[src/rtl/uart_tx_pkg.sv]
// Shared constants and types for the bus-attached UART transmitter.
// Register offsets, CTRL/STATUS bit positions, FSM state encoding and the parity helper.
package uart_tx_pkg;

    localparam logic [1:0] REG_CTRL   = 2'd0;
    localparam logic [1:0] REG_STATUS = 2'd1;
    localparam logic [1:0] REG_TXDATA = 2'd2;
    localparam logic [1:0] REG_BAUD   = 2'd3;

    localparam int CTRL_EN  = 0;
    localparam int CTRL_IE  = 1;
    localparam int CTRL_ODD = 2;

    localparam int ST_FULL  = 0;
    localparam int ST_EMPTY = 1;
    localparam int ST_BUSY  = 2;
    localparam int ST_OVF   = 3;

    typedef enum logic [2:0] {
        IDLE   = 3'd0,
        START  = 3'd1,
        DATA   = 3'd2,
        PARITY = 3'd3,
        STOP   = 3'd4
    } tx_state_e;

    // Even parity is the XOR of the data bits; odd parity inverts it.
    function automatic logic parity_bit(input logic [7:0] data, input logic odd);
        return (^data) ^ odd;
    endfunction

endpackage

[src/rtl/uart_tx_fifo.sv]
// Synchronous byte FIFO for the UART transmitter; head is presented combinationally on rdata.
// A push while full is accepted only if a pop happens on the same edge.
module uart_tx_fifo #(
    parameter  int DEPTH = 8,
    localparam int AW    = $clog2(DEPTH),
    localparam int CW    = AW + 1
) (
    input  logic          clk,
    input  logic          reset,
    input  logic          push,
    input  logic          pop,
    input  logic [7:0]    wdata,
    output logic [7:0]    rdata,
    output logic          full,
    output logic          empty,
    output logic [CW-1:0] count
);

    logic [7:0]    r_mem [DEPTH];
    logic [AW-1:0] r_wptr;
    logic [AW-1:0] r_rptr;
    logic [CW-1:0] r_count;
    logic          w_push_ok;
    logic          w_pop_ok;

    assign full      = (r_count == CW'(DEPTH));
    assign empty     = (r_count == {CW{1'b0}});
    assign count     = r_count;
    assign rdata     = r_mem[r_rptr];
    assign w_pop_ok  = pop & ~empty;
    assign w_push_ok = push & (~full | w_pop_ok);

    // Storage array; contents need no reset because count gates visibility.
    always_ff @(posedge clk) begin
        if (w_push_ok) begin
            r_mem[r_wptr] <= wdata;
        end
    end

    // Pointers wrap naturally at the power-of-two depth.
    always_ff @(posedge clk or negedge reset) begin
        if (!reset) begin
            r_wptr  <= {AW{1'b0}};
            r_rptr  <= {AW{1'b0}};
            r_count <= {CW{1'b0}};
        end else begin
            if (w_push_ok) begin
                r_wptr <= r_wptr + AW'(1'b1);
            end
            if (w_pop_ok) begin
                r_rptr <= r_rptr + AW'(1'b1);
            end
            case ({w_push_ok, w_pop_ok})
                2'b10:   r_count <= r_count + CW'(1'b1);
                2'b01:   r_count <= r_count - CW'(1'b1);
                default: r_count <= r_count;
            endcase
        end
    end

endmodule

[src/rtl/bus_uart_tx.sv]
// Memory-mapped 8N1 UART transmitter: register file, TX FIFO, baud-timed serialiser.
// Define UART_TX_PARITY_EN to add a parity bit (CTRL[2] selects odd parity).
module bus_uart_tx
    import uart_tx_pkg::*;
#(
    parameter int FIFO_DEPTH  = 8,
    parameter int DEFAULT_DIV = 867
) (
    input  logic        clk,
    input  logic        reset,
    input  logic        sel,
    input  logic        busWe,
    input  logic [31:0] busAddr,
    input  logic [31:0] busWData,
    output logic [31:0] busRData,
    output logic        tx,
    output logic        txIrq
);

    localparam int CW = $clog2(FIFO_DEPTH) + 1;

    logic          r_en;
    logic          r_ie;
    logic [15:0]   r_baud;
    logic          r_ovf;
    tx_state_e     r_state;
    logic [15:0]   r_div_latch;
    logic [15:0]   r_div_cnt;
    logic [2:0]    r_bit_cnt;
    logic [7:0]    r_shift;
    logic          r_tx;

    logic [1:0]    w_addr;
    logic          w_wr;
    logic          w_push;
    logic          w_pop;
    logic          w_full;
    logic          w_empty;
    logic [CW-1:0] w_count;
    logic [31:0]   w_count32;
    logic [3:0]    w_cnt4;
    logic [7:0]    w_head;
    logic          w_busy;
    logic          w_bit_end;
    logic          w_odd;
    logic          w_ovf_set;
    logic          w_ovf_clr;
    logic [31:0]   w_rdata;
    logic          w_unused_ok;

`ifdef UART_TX_PARITY_EN
    logic          r_odd;
    logic          r_par;
    assign w_odd = r_odd;
`else
    assign w_odd = 1'b0;
`endif

    assign w_addr      = busAddr[3:2];
    assign w_wr        = sel & busWe;
    assign w_push      = w_wr & (w_addr == REG_TXDATA);
    assign w_busy      = (r_state != IDLE);
    assign w_bit_end   = (r_div_cnt == r_div_latch);
    assign w_pop       = r_en & ~w_empty &
                         ((r_state == IDLE) | ((r_state == STOP) & w_bit_end));
    assign w_ovf_set   = w_push & w_full & ~w_pop;
    assign w_ovf_clr   = w_wr & (w_addr == REG_STATUS) & busWData[ST_OVF];
    assign w_count32   = 32'(w_count);
    assign w_cnt4      = (w_count32 > 32'd15) ? 4'hF : w_count32[3:0];
    assign w_unused_ok = ^{busAddr[31:4], busAddr[1:0], busWData[31:16]};

    assign tx       = r_tx;
    assign txIrq    = r_ie & w_empty & ~w_busy;
    assign busRData = w_rdata;

    uart_tx_fifo #(.DEPTH(FIFO_DEPTH)) u_fifo (
        .clk   (clk),
        .reset (reset),
        .push  (w_push),
        .pop   (w_pop),
        .wdata (busWData[7:0]),
        .rdata (w_head),
        .full  (w_full),
        .empty (w_empty),
        .count (w_count)
    );

    // CTRL, BAUD and the sticky overflow flag; a same-edge overflow beats a W1C clear.
    always_ff @(posedge clk or negedge reset) begin
        if (!reset) begin
            r_en   <= 1'b0;
            r_ie   <= 1'b0;
            r_baud <= 16'(DEFAULT_DIV);
            r_ovf  <= 1'b0;
`ifdef UART_TX_PARITY_EN
            r_odd  <= 1'b0;
`endif
        end else begin
            if (w_wr && (w_addr == REG_CTRL)) begin
                r_en  <= busWData[CTRL_EN];
                r_ie  <= busWData[CTRL_IE];
`ifdef UART_TX_PARITY_EN
                r_odd <= busWData[CTRL_ODD];
`endif
            end
            if (w_wr && (w_addr == REG_BAUD)) begin
                r_baud <= busWData[15:0];
            end
            if (w_ovf_set) begin
                r_ovf <= 1'b1;
            end else if (w_ovf_clr) begin
                r_ovf <= 1'b0;
            end
        end
    end

    // Serialiser: every bit state lasts div_latch+1 cycles, frames chain without a gap.
    always_ff @(posedge clk or negedge reset) begin
        if (!reset) begin
            r_state     <= IDLE;
            r_div_latch <= 16'd0;
            r_div_cnt   <= 16'd0;
            r_bit_cnt   <= 3'd0;
            r_shift     <= 8'd0;
            r_tx        <= 1'b1;
`ifdef UART_TX_PARITY_EN
            r_par       <= 1'b0;
`endif
        end else begin
            case (r_state)
                IDLE: begin
                    if (w_pop) begin
                        r_shift     <= w_head;
                        r_div_latch <= r_baud;
                        r_div_cnt   <= 16'd0;
`ifdef UART_TX_PARITY_EN
                        r_par       <= parity_bit(w_head, w_odd);
`endif
                        r_state     <= START;
                        r_tx        <= 1'b0;
                    end else begin
                        r_tx <= 1'b1;
                    end
                end
                START: begin
                    if (w_bit_end) begin
                        r_div_cnt <= 16'd0;
                        r_bit_cnt <= 3'd0;
                        r_state   <= DATA;
                        r_tx      <= r_shift[0];
                    end else begin
                        r_div_cnt <= r_div_cnt + 16'd1;
                    end
                end
                DATA: begin
                    if (w_bit_end) begin
                        r_div_cnt <= 16'd0;
                        if (r_bit_cnt == 3'd7) begin
`ifdef UART_TX_PARITY_EN
                            r_state <= PARITY;
                            r_tx    <= r_par;
`else
                            r_state <= STOP;
                            r_tx    <= 1'b1;
`endif
                        end else begin
                            r_bit_cnt <= r_bit_cnt + 3'd1;
                            r_shift   <= {1'b0, r_shift[7:1]};
                            r_tx      <= r_shift[1];
                        end
                    end else begin
                        r_div_cnt <= r_div_cnt + 16'd1;
                    end
                end
                PARITY: begin
                    if (w_bit_end) begin
                        r_div_cnt <= 16'd0;
                        r_state   <= STOP;
                        r_tx      <= 1'b1;
                    end else begin
                        r_div_cnt <= r_div_cnt + 16'd1;
                    end
                end
                STOP: begin
                    if (w_bit_end) begin
                        r_div_cnt <= 16'd0;
                        if (w_pop) begin
                            r_shift     <= w_head;
                            r_div_latch <= r_baud;
`ifdef UART_TX_PARITY_EN
                            r_par       <= parity_bit(w_head, w_odd);
`endif
                            r_state     <= START;
                            r_tx        <= 1'b0;
                        end else begin
                            r_state <= IDLE;
                            r_tx    <= 1'b1;
                        end
                    end else begin
                        r_div_cnt <= r_div_cnt + 16'd1;
                    end
                end
                default: begin
                    r_state <= IDLE;
                    r_tx    <= 1'b1;
                end
            endcase
        end
    end

    // Combinational read mux; unselected or write-only locations read zero.
    always_comb begin
        w_rdata = 32'd0;
        if (sel) begin
            case (w_addr)
                REG_CTRL:   w_rdata = {29'd0, w_odd, r_ie, r_en};
                REG_STATUS: w_rdata = {24'd0, w_cnt4, r_ovf, w_busy, w_empty, w_full};
                REG_TXDATA: w_rdata = 32'd0;
                REG_BAUD:   w_rdata = {16'd0, r_baud};
                default:    w_rdata = 32'd0;
            endcase
        end else begin
            w_rdata = 32'd0;
        end
    end

endmodule

[config.mk]
export PLATFORM = sky130hd
export DESIGN_NAME = bus_uart_tx
export DESIGN_NICKNAME = d
export VERILOG_FILES = /design/src/rtl/uart_tx_pkg.sv /design/src/rtl/uart_tx_fifo.sv /design/src/rtl/bus_uart_tx.sv
export SDC_FILE = /design/constraint.sdc
export NUM_CORES = 1
export LEC_CHECK = 0
export ABC_AREA = 1
export CORE_ASPECT_RATIO = 1.25
export CORE_UTILIZATION = 58
export CTS_CLUSTER_DIAMETER = 50
export DETAILED_ROUTE_END_ITERATION = 16
export PLACE_DENSITY_LB_ADDON = 0.3
export SETUP_SLACK_MARGIN = 0.02
export SLEW_MARGIN = 15
export SYNTH_ARGS = -nofsm -noshare
export SYNTH_HDL_FRONTEND = slang
export SYNTH_SLANG_ARGS = --single-unit
export TNS_END_PERCENT = 10
[constraint.sdc]
create_clock -name clk -period 4.73 [get_ports clk]
set_input_delay 0.946 -clock clk [delete_from_list [all_inputs] [get_ports clk]]
set_output_delay 0.946 -clock clk [all_outputs]
set_load 0.005 [all_outputs]
# Word-level counts from Yosys, hierarchy flattened
# Memory sizes are Yosys's and may differ from the RTL's.
# Index checks and enable logic that the tools add are counted.
[totals] reg_bits=76 latch_bits=0 mem_bits_rw=64 rom_bits=0 input_bits=68 word_cells=116 n_memories=1
[memory_table] name="u_fifo.r_mem" depth=8 word_bits=8 rd=1 rd_ports_with_merged_regs=0 wr=1 line="uart_tx_fifo.sv:19" rtl="logic [7:0] r_mem [DEPTH];"
[classes] add_sub_neg=6 multipliers=0 n_div=0 order_cmp=1 eq_ne=19 shifts=0 muxes=38 bitwise=19 reduce_logical=19
[op_table] operator="case mux 32 bit (4 select lines)" n=1
[op_table] operator="2-to-1 mux 16 bit" n=4
[op_table] operator="case mux 16 bit (2 select lines)" n=2
[op_table] operator="2-to-1 mux 32 bit" n=1
[op_table] operator="2-to-1 mux 8 bit" n=4
[op_table] operator="2-to-1 mux 3 bit" n=9
[op_table] operator="case mux 8 bit (3 select lines)" n=1
[op_table] operator="adder 16 x 1 -> 16 bit, second input constant" n=1
[op_table] operator="equality test 16 bit" n=1
[op_table] operator="case mux 3 bit (5 select lines)" n=1
[op_table] operator="bitwise AND 1 bit" n=13
[op_table] operator="!= test 2 bit, second input constant" n=6
[op_table] operator="AND reduction 4 bit" n=3
[op_table] operator="2-to-1 mux 1 bit" n=11
[op_table] operator="nonzero test 2 bit" n=5
[op_table] operator="adder 3 x 1 -> 3 bit, second input constant" n=3
[op_table] operator="case mux 4 bit (2 select lines)" n=1
[op_table] operator="equality test 2 bit, second input constant" n=3
[op_table] operator="equality test 3 x 2 -> 1 bit, second input constant" n=2
[op_table] operator="equality test 3 bit, second input constant" n=2
[op_table] operator="case mux 3 bit (2 select lines)" n=1
[op_table] operator="AND reduction 6 bit" n=1
[op_table] operator="nonzero test 3 bit" n=2
[op_table] operator="case mux 1 bit (5 select lines)" n=1
[op_table] operator="other kinds (16)" n=23

# Longest topological paths before layout
[logic_depth] ltp_word=9 mapped_depth=17 depth_no_buf=17

# Cells and area by module
# Synthesis repeated with hierarchy kept, for this count alone.
[unflattened] cells_unflattened=765 hier_area_um2=6934.2
[by_module_without_submodules] mod="bus_uart_tx" n_inst=1 cells_per_inst=511 area_per_inst_um2=3806.2
[by_module_without_submodules] mod="uart_tx_fifo" n_inst=1 cells_per_inst=254 area_per_inst_um2=3128.0

# Worst setup path after synthesis
# No wires, ideal clock.
[synth_path] path_kind="input port to flip-flop" start="input port busAddr[3]" end="register u_fifo.r_count[2] (netlist: u_fifo.count[2])" setup_time_ps=127 t_arrival_ps=2559 path_slack_ps=2044 stages=9 n_path_buf=0 cell_sequence="inv_1 > nor3_1 > nand2_1 > ha_1 > xor2_1 > ha_1 > a21oi_1 > xnor2_1 > o21ai_0"
[synth_between] elab_chain_cells=5
[synth_lines] element="start: declaration" line="bus_uart_tx.sv:13" rtl="input logic [31:0] busAddr,"
[synth_lines] element="equality test 2 bit (*)" line="bus_uart_tx.sv:61" rtl="assign w_push = w_wr & (w_addr == REG_TXDATA);"
[synth_lines] element="bitwise AND 1 bit (*)" line="bus_uart_tx.sv:61"
[synth_lines] element="bitwise AND 1 bit (*)" line="uart_tx_fifo.sv:31" rtl="assign w_push_ok = push & (~full | w_pop_ok);"
[synth_lines] element="equality test 2 x 1 -> 1 bit or equality test 2 bit (tied branches)" line="uart_tx_fifo.sv:53" rtl="case ({w_push_ok, w_pop_ok})"
[synth_lines] element="case mux 4 bit (2 select lines) or nonzero test 2 bit (tied branches)"
[synth_lines] element="end signal: assignment" line="uart_tx_fifo.sv:54" rtl="2'b10: r_count <= r_count + CW'(1'b1);"
[synth_lines] element="end signal: assignment" line="uart_tx_fifo.sv:55" rtl="2'b01: r_count <= r_count - CW'(1'b1);"
[synth_lines] element="end signal: assignment" line="uart_tx_fifo.sv:56" rtl="default: r_count <= r_count;"
[synth_lines] element="end: declaration" line="uart_tx_fifo.sv:22" rtl="logic [CW-1:0] r_count;"
# Mark *: on every way between the ends. The rest lies on a longest branch, timed or not.
# A chain may end at the register's enable or synchronous reset.

# Worst setup path after layout
[layout_path] start="input port busAddr[2]" end="output port busRData[3]"
[layout_between] elab_chain_cells=3
[layout_lines] element="equality test 2 bit, or another cell as far along" line="bus_uart_tx.sv:215" rtl="case (w_addr)"
[layout_lines] element="case mux 32 bit (4 select lines) (*)" line="bus_uart_tx.sv:215"
[layout_lines] element="2-to-1 mux 32 bit (*)" line="bus_uart_tx.sv:214" rtl="if (sel) begin"
[layout_lines] element="end: declaration" line="bus_uart_tx.sv:15" rtl="output logic [31:0] busRData,"
# Mark *: on every way between the ends. The rest lies on a longest branch, timed or not. The select of a mux whose other input is x is not followed.

==> qor.json <==
{
  "syn_to_final_growth_pct": 15.3,
  "maximum_number_of_pins_on_one_net_before_global_route_repair": 77,
  "share_comb_of_total_power": 0.317,
  "yosysWarnings": 0,
  "yosys.area.top_type_share": 0.287,
  "ys_seq_area_frac": 0.572,
  "detailedRoute.firstIterationViolations": 314,
  "port_buffers": 39,
  "type_of_the_setup_path_with_the_least_slack": "primary input to output pin",
  "crit_arrival_ns": 2.95,
  "final_skew_ns": 0.00448,
  "initial_antenna_violation_count": 0,
  "finalWirelength_um": 14100,
  "synth.top_cells.by_area": "sky130_fd_sc_hd__edfxtp_1 (29%), sky130_fd_sc_hd__dfrtp_1 (26%), sky130_fd_sc_hd__nand2_1 (9.2%)",
  "static_leakage_nw": 3.30,
  "core_area_um2": 11200,
  "io_pins": 102,
  "finalMaxSlewViolations": 0,
  "postSynth.asyncResetShare": 0.543,
  "worst_skew_pair.late_latency_ns": 0.41,
  "clockBufferDepth": 2,
  "setup_viol": 0,
  "critPathMaxStageDelay_ns": 0.56,
  "die_area_um2": 12000,
  "final_layout_size_suffix_gt1_frac": 0.0822,
  "clock_tree.htree_level_count": 4,
  "p_seq_frac": 0.378,
  "hold_path.class": "flop to flop",
  "synth.cell_area_um2": 6700,
  "rsz0062_at_grt": "false",
  "synth_commonest_cells": "sky130_fd_sc_hd__nand2_1 (165), sky130_fd_sc_hd__nor2_1 (83), sky130_fd_sc_hd__o21ai_0 (72)",
  "post_synth.cell_area_avg_um2": 9.19,
  "post-synth-top-count-cell": "sky130_fd_sc_hd__nand2_1",
  "outcome": "completed",
  "die_width_um": 98.2,
  "via_count_of_the_first_global_routing_pass": 5123,
  "relSlewSlack": 0.246,
  "routedWlPerCell_um": 15.5,
  "weighted_congestion_reported_at_the_end_of_routability_driven_placement": 0.853,
  "clock_sink_count": 140,
  "required_ns": 3.78,
  "start_util": 0.599,
  "power.switching_fraction": 0.359,
  "cp-start-kind": "primary input",
  "grt_pass1_wl_um": 23500,
  "max-cap-violations": 0,
  "path_cells": "clkdlybuf4s50_1 -> nand2_1 -> inv_1 -> nand2_1 -> o21ai_0 -> clkdlybuf4s50_1",
  "std_cell_rows": 43,
  "antenna_viol_nets_final": 0,
  "globalRoute.totalOverflow": 0,
  "hold_vio_cnt_final": 0,
  "worst_pin_slew_ns": 1.13,
  "fillers": 808,
  "ctsHoldBuffers": 0,
  "summed_negative_setup_slack_over_all_endpoints_ns": 0,
  "p_int_mw": 2.96,
  "tritoncts": "yes",
  "synth_top_cell_by_area": "sky130_fd_sc_hd__edfxtp_1",
  "crit_path_end_kind": "output pin",
  "total_power_mw": 4.62,
  "avgViaCountPerCell": 5.57,
  "vias": 5088,
  "ys_types": 43,
  "floorplan.die.height_um": 122,
  "synthCells": 729,
  "synth_top_flop_cell": "sky130_fd_sc_hd__dfrtp_1",
  "first_pass_iters": 7,
  "worst_ir_drop_vdd_v": 0.000406,
  "cts_resized": 0,
  "cp_num_buf_inv": 3,
  "nets": 842,
  "post_cts_setup_bufs": 0,
  "antenna-diode-count": 0,
  "dp.final_hpwl_um": 9570,
  "post-route-drc-count": 0,
  "power.share.clock": 0.306,
  "synth-edff-count": 64,
  "timing_limited_maximum_frequency_ghz": 0.257,
  "crit_slowest_cell": "sky130_fd_sc_hd__clkdlybuf4s50_1",
  "cts.clk_slew.worst_paths_ns": 0.05,
  "power_switching_mw": 1.66,
  "cp_top_family": "buffers and inverters",
  "powerDensity_nw_per_um2": 598,
  "tritoncts.num_buffers": 17,
  "critPathMaxFanout": 14,
  "cts.root.buffer_cell": "sky130_fd_sc_hd__clkbuf_16",
  "synth-seq-cells": 140,
  "period_minus_slack_ns": 3.89,
  "final_min_period_over_clock_period": 0.823,
  "groute.usage.overall": 0.254
}
-- power groups by stage --
stage / clock, mW / sequential (mW) / combinational, mW
3_3_place_gp: 0 / 1.74 / 1.37
3_5_place_dp: 0 / 1.75 / 1.44
2_1_floorplan: 0 / 1.66 / 1.18
5_1_grt: 1.48 / 1.78 / 1.65
4_1_cts: 1.42 / 1.74 / 1.46
6_report: 1.41 / 1.75 / 1.46
-- cell families (layout without fill, tap and decap cells) --
logic type | after synthesis | after routing | share of synthesized area
AND/OR/NAND/NOR | 317 | 317 | 0.205
other | 1 | 16 | 0.000559
AO/OA/AOI/OAI | 134 | 134 | 0.111
flip-flops | 140 | 140 | 0.572
adder cells (fa/ha/maj) | 8 | 8 | 0.0149
XOR/XNOR | 14 | 14 | 0.0183
multiplexers | 1 | 1 | 0.00168
buffers and inverters | 114 | 149 | 0.0771
-- path summary, 6_finish.rpt --
check                                         startpoint                           to  slack (ns)  cells after the start
worst min-delay path              r_shift[2]$_DFFE_PN0P_       r_shift[2]$_DFFE_PN0P_        0.48                      2
max in group asynchronous                          reset            r_ovf$_DFFE_PN0P_        3.45                      1
worst max register to register  r_div_cnt[3]$_DFFE_PN0P_  u_fifo.count[2]$_DFFE_PN0P_        1.34                     17
worst max-delay path                          busAddr[2]                  busRData[3]        0.84                      6
worst min register to register    r_shift[2]$_DFFE_PN0P_       r_shift[2]$_DFFE_PN0P_        0.48                      2
min in group asynchronous                          reset  r_div_latch[11]$_DFFE_PN0P_        0.67                      1
-- cells in the final DEF (no fill, tap or decap), types with 7 or more instances in the layout --
cell / netlist / final
sky130_fd_sc_hd__nand2_1: 165 / 165
sky130_fd_sc_hd__nor2_1: 83 / 82
sky130_fd_sc_hd__o21ai_0: 72 / 72
sky130_fd_sc_hd__inv_1: 71 / 71
sky130_fd_sc_hd__dfrtp_1: 69 / 69
sky130_fd_sc_hd__edfxtp_1: 64 / 64
sky130_fd_sc_hd__clkdlybuf4s50_1: 0 / 38
sky130_fd_sc_hd__nand3_1: 32 / 32
sky130_fd_sc_hd__clkbuf_16: 0 / 17
sky130_fd_sc_hd__conb_1: 1 / 16
sky130_fd_sc_hd__a21oi_1: 15 / 15
sky130_fd_sc_hd__o22ai_1: 14 / 14
sky130_fd_sc_hd__o21ai_1: 13 / 13
sky130_fd_sc_hd__xor2_1: 10 / 10
sky130_fd_sc_hd__a31oi_1: 9 / 9
sky130_fd_sc_hd__nand4_1: 8 / 8
sky130_fd_sc_hd__ha_1: 8 / 8
sky130_fd_sc_hd__inv_2: 7 / 7
sky130_fd_sc_hd__nor3_1: 7 / 7
sky130_fd_sc_hd__dfstp_2: 7 / 7
-- cell type report --
type | instances | area [um2] | share of cell area
timing repair buffer | 39 | 388 | 0.0502
clock buffer | 21 | 440 | 0.0570
sequential | 140 | 3830 | 0.496
inverter | 78 | 293 | 0.0379
multi-input combinational | 490 | 2410 | 0.312
clock inverter | 11 | 191 | 0.0248
tap | 135 | 169 | 0.0219
-- metrics by stage --
| stage | util | std cells | worst slack (ns) | instance area (um2) | hold WS (ns) |
|---|---|---|---|---|---|
| floorplan | - | 744 | 2.04 | 6760 | 0.442 |
| global placement | 0.634 | 882 | 0.824 | 7090 | 0.458 |
| detailed placement | 0.634 | 882 | 0.838 | 7090 | 0.466 |
| CTS | 0.690 | 914 | 0.815 | 7730 | 0.478 |
| global route | 0.690 | 914 | 0.700 | 7730 | 0.506 |
| finish | 0.690 | 914 | 0.836 | 7730 | 0.475 |
-- state kept, by name, summed over array words and instances (netlist names), 3 cells and up --
| signal | count |
|---|---|
| r_baud | 16 |
| r_bit_cnt | 3 |
| r_div_cnt | 16 |
| r_div_latch | 16 |
| r_shift | 8 |
| r_state | 3 |
| u_fifo.count | 4 |
| u_fifo.r_mem | 64 |
| u_fifo.r_rptr | 3 |
| u_fifo.r_wptr | 3 |
-- worst register-to-register path, cell delays in order, from the launching register on --
cell                      delay, ns
sky130_fd_sc_hd__dfrtp_1       0.47
sky130_fd_sc_hd__inv_1         0.06
sky130_fd_sc_hd__nand2_1       0.07
sky130_fd_sc_hd__nand2_1       0.07
sky130_fd_sc_hd__nor2_1        0.11
sky130_fd_sc_hd__nand2_1       0.08
sky130_fd_sc_hd__nor2_2        0.10
sky130_fd_sc_hd__nand2_2       0.19
sky130_fd_sc_hd__nand2_2       0.16
sky130_fd_sc_hd__nand3_4       0.38
sky130_fd_sc_hd__nand2_2       0.28
sky130_fd_sc_hd__nand2_1       0.16
sky130_fd_sc_hd__ha_1          0.30
sky130_fd_sc_hd__xor2_1        0.18
sky130_fd_sc_hd__ha_1          0.21
sky130_fd_sc_hd__a21oi_1       0.19
sky130_fd_sc_hd__xnor2_1       0.15
sky130_fd_sc_hd__o21ai_0       0.10
-- per-layer routing --
| layer | wire (um) | GRT usage |
|---|---|---|
| met1 | 5680 | 0.284 |
| met2 | 7580 | 0.464 |
| met3 | 553 | 0.0511 |
| met4 | 325 | 0.121 |
| met5 | 0 | 0 |
Note: power is estimated with default switching activity, not from simulation.
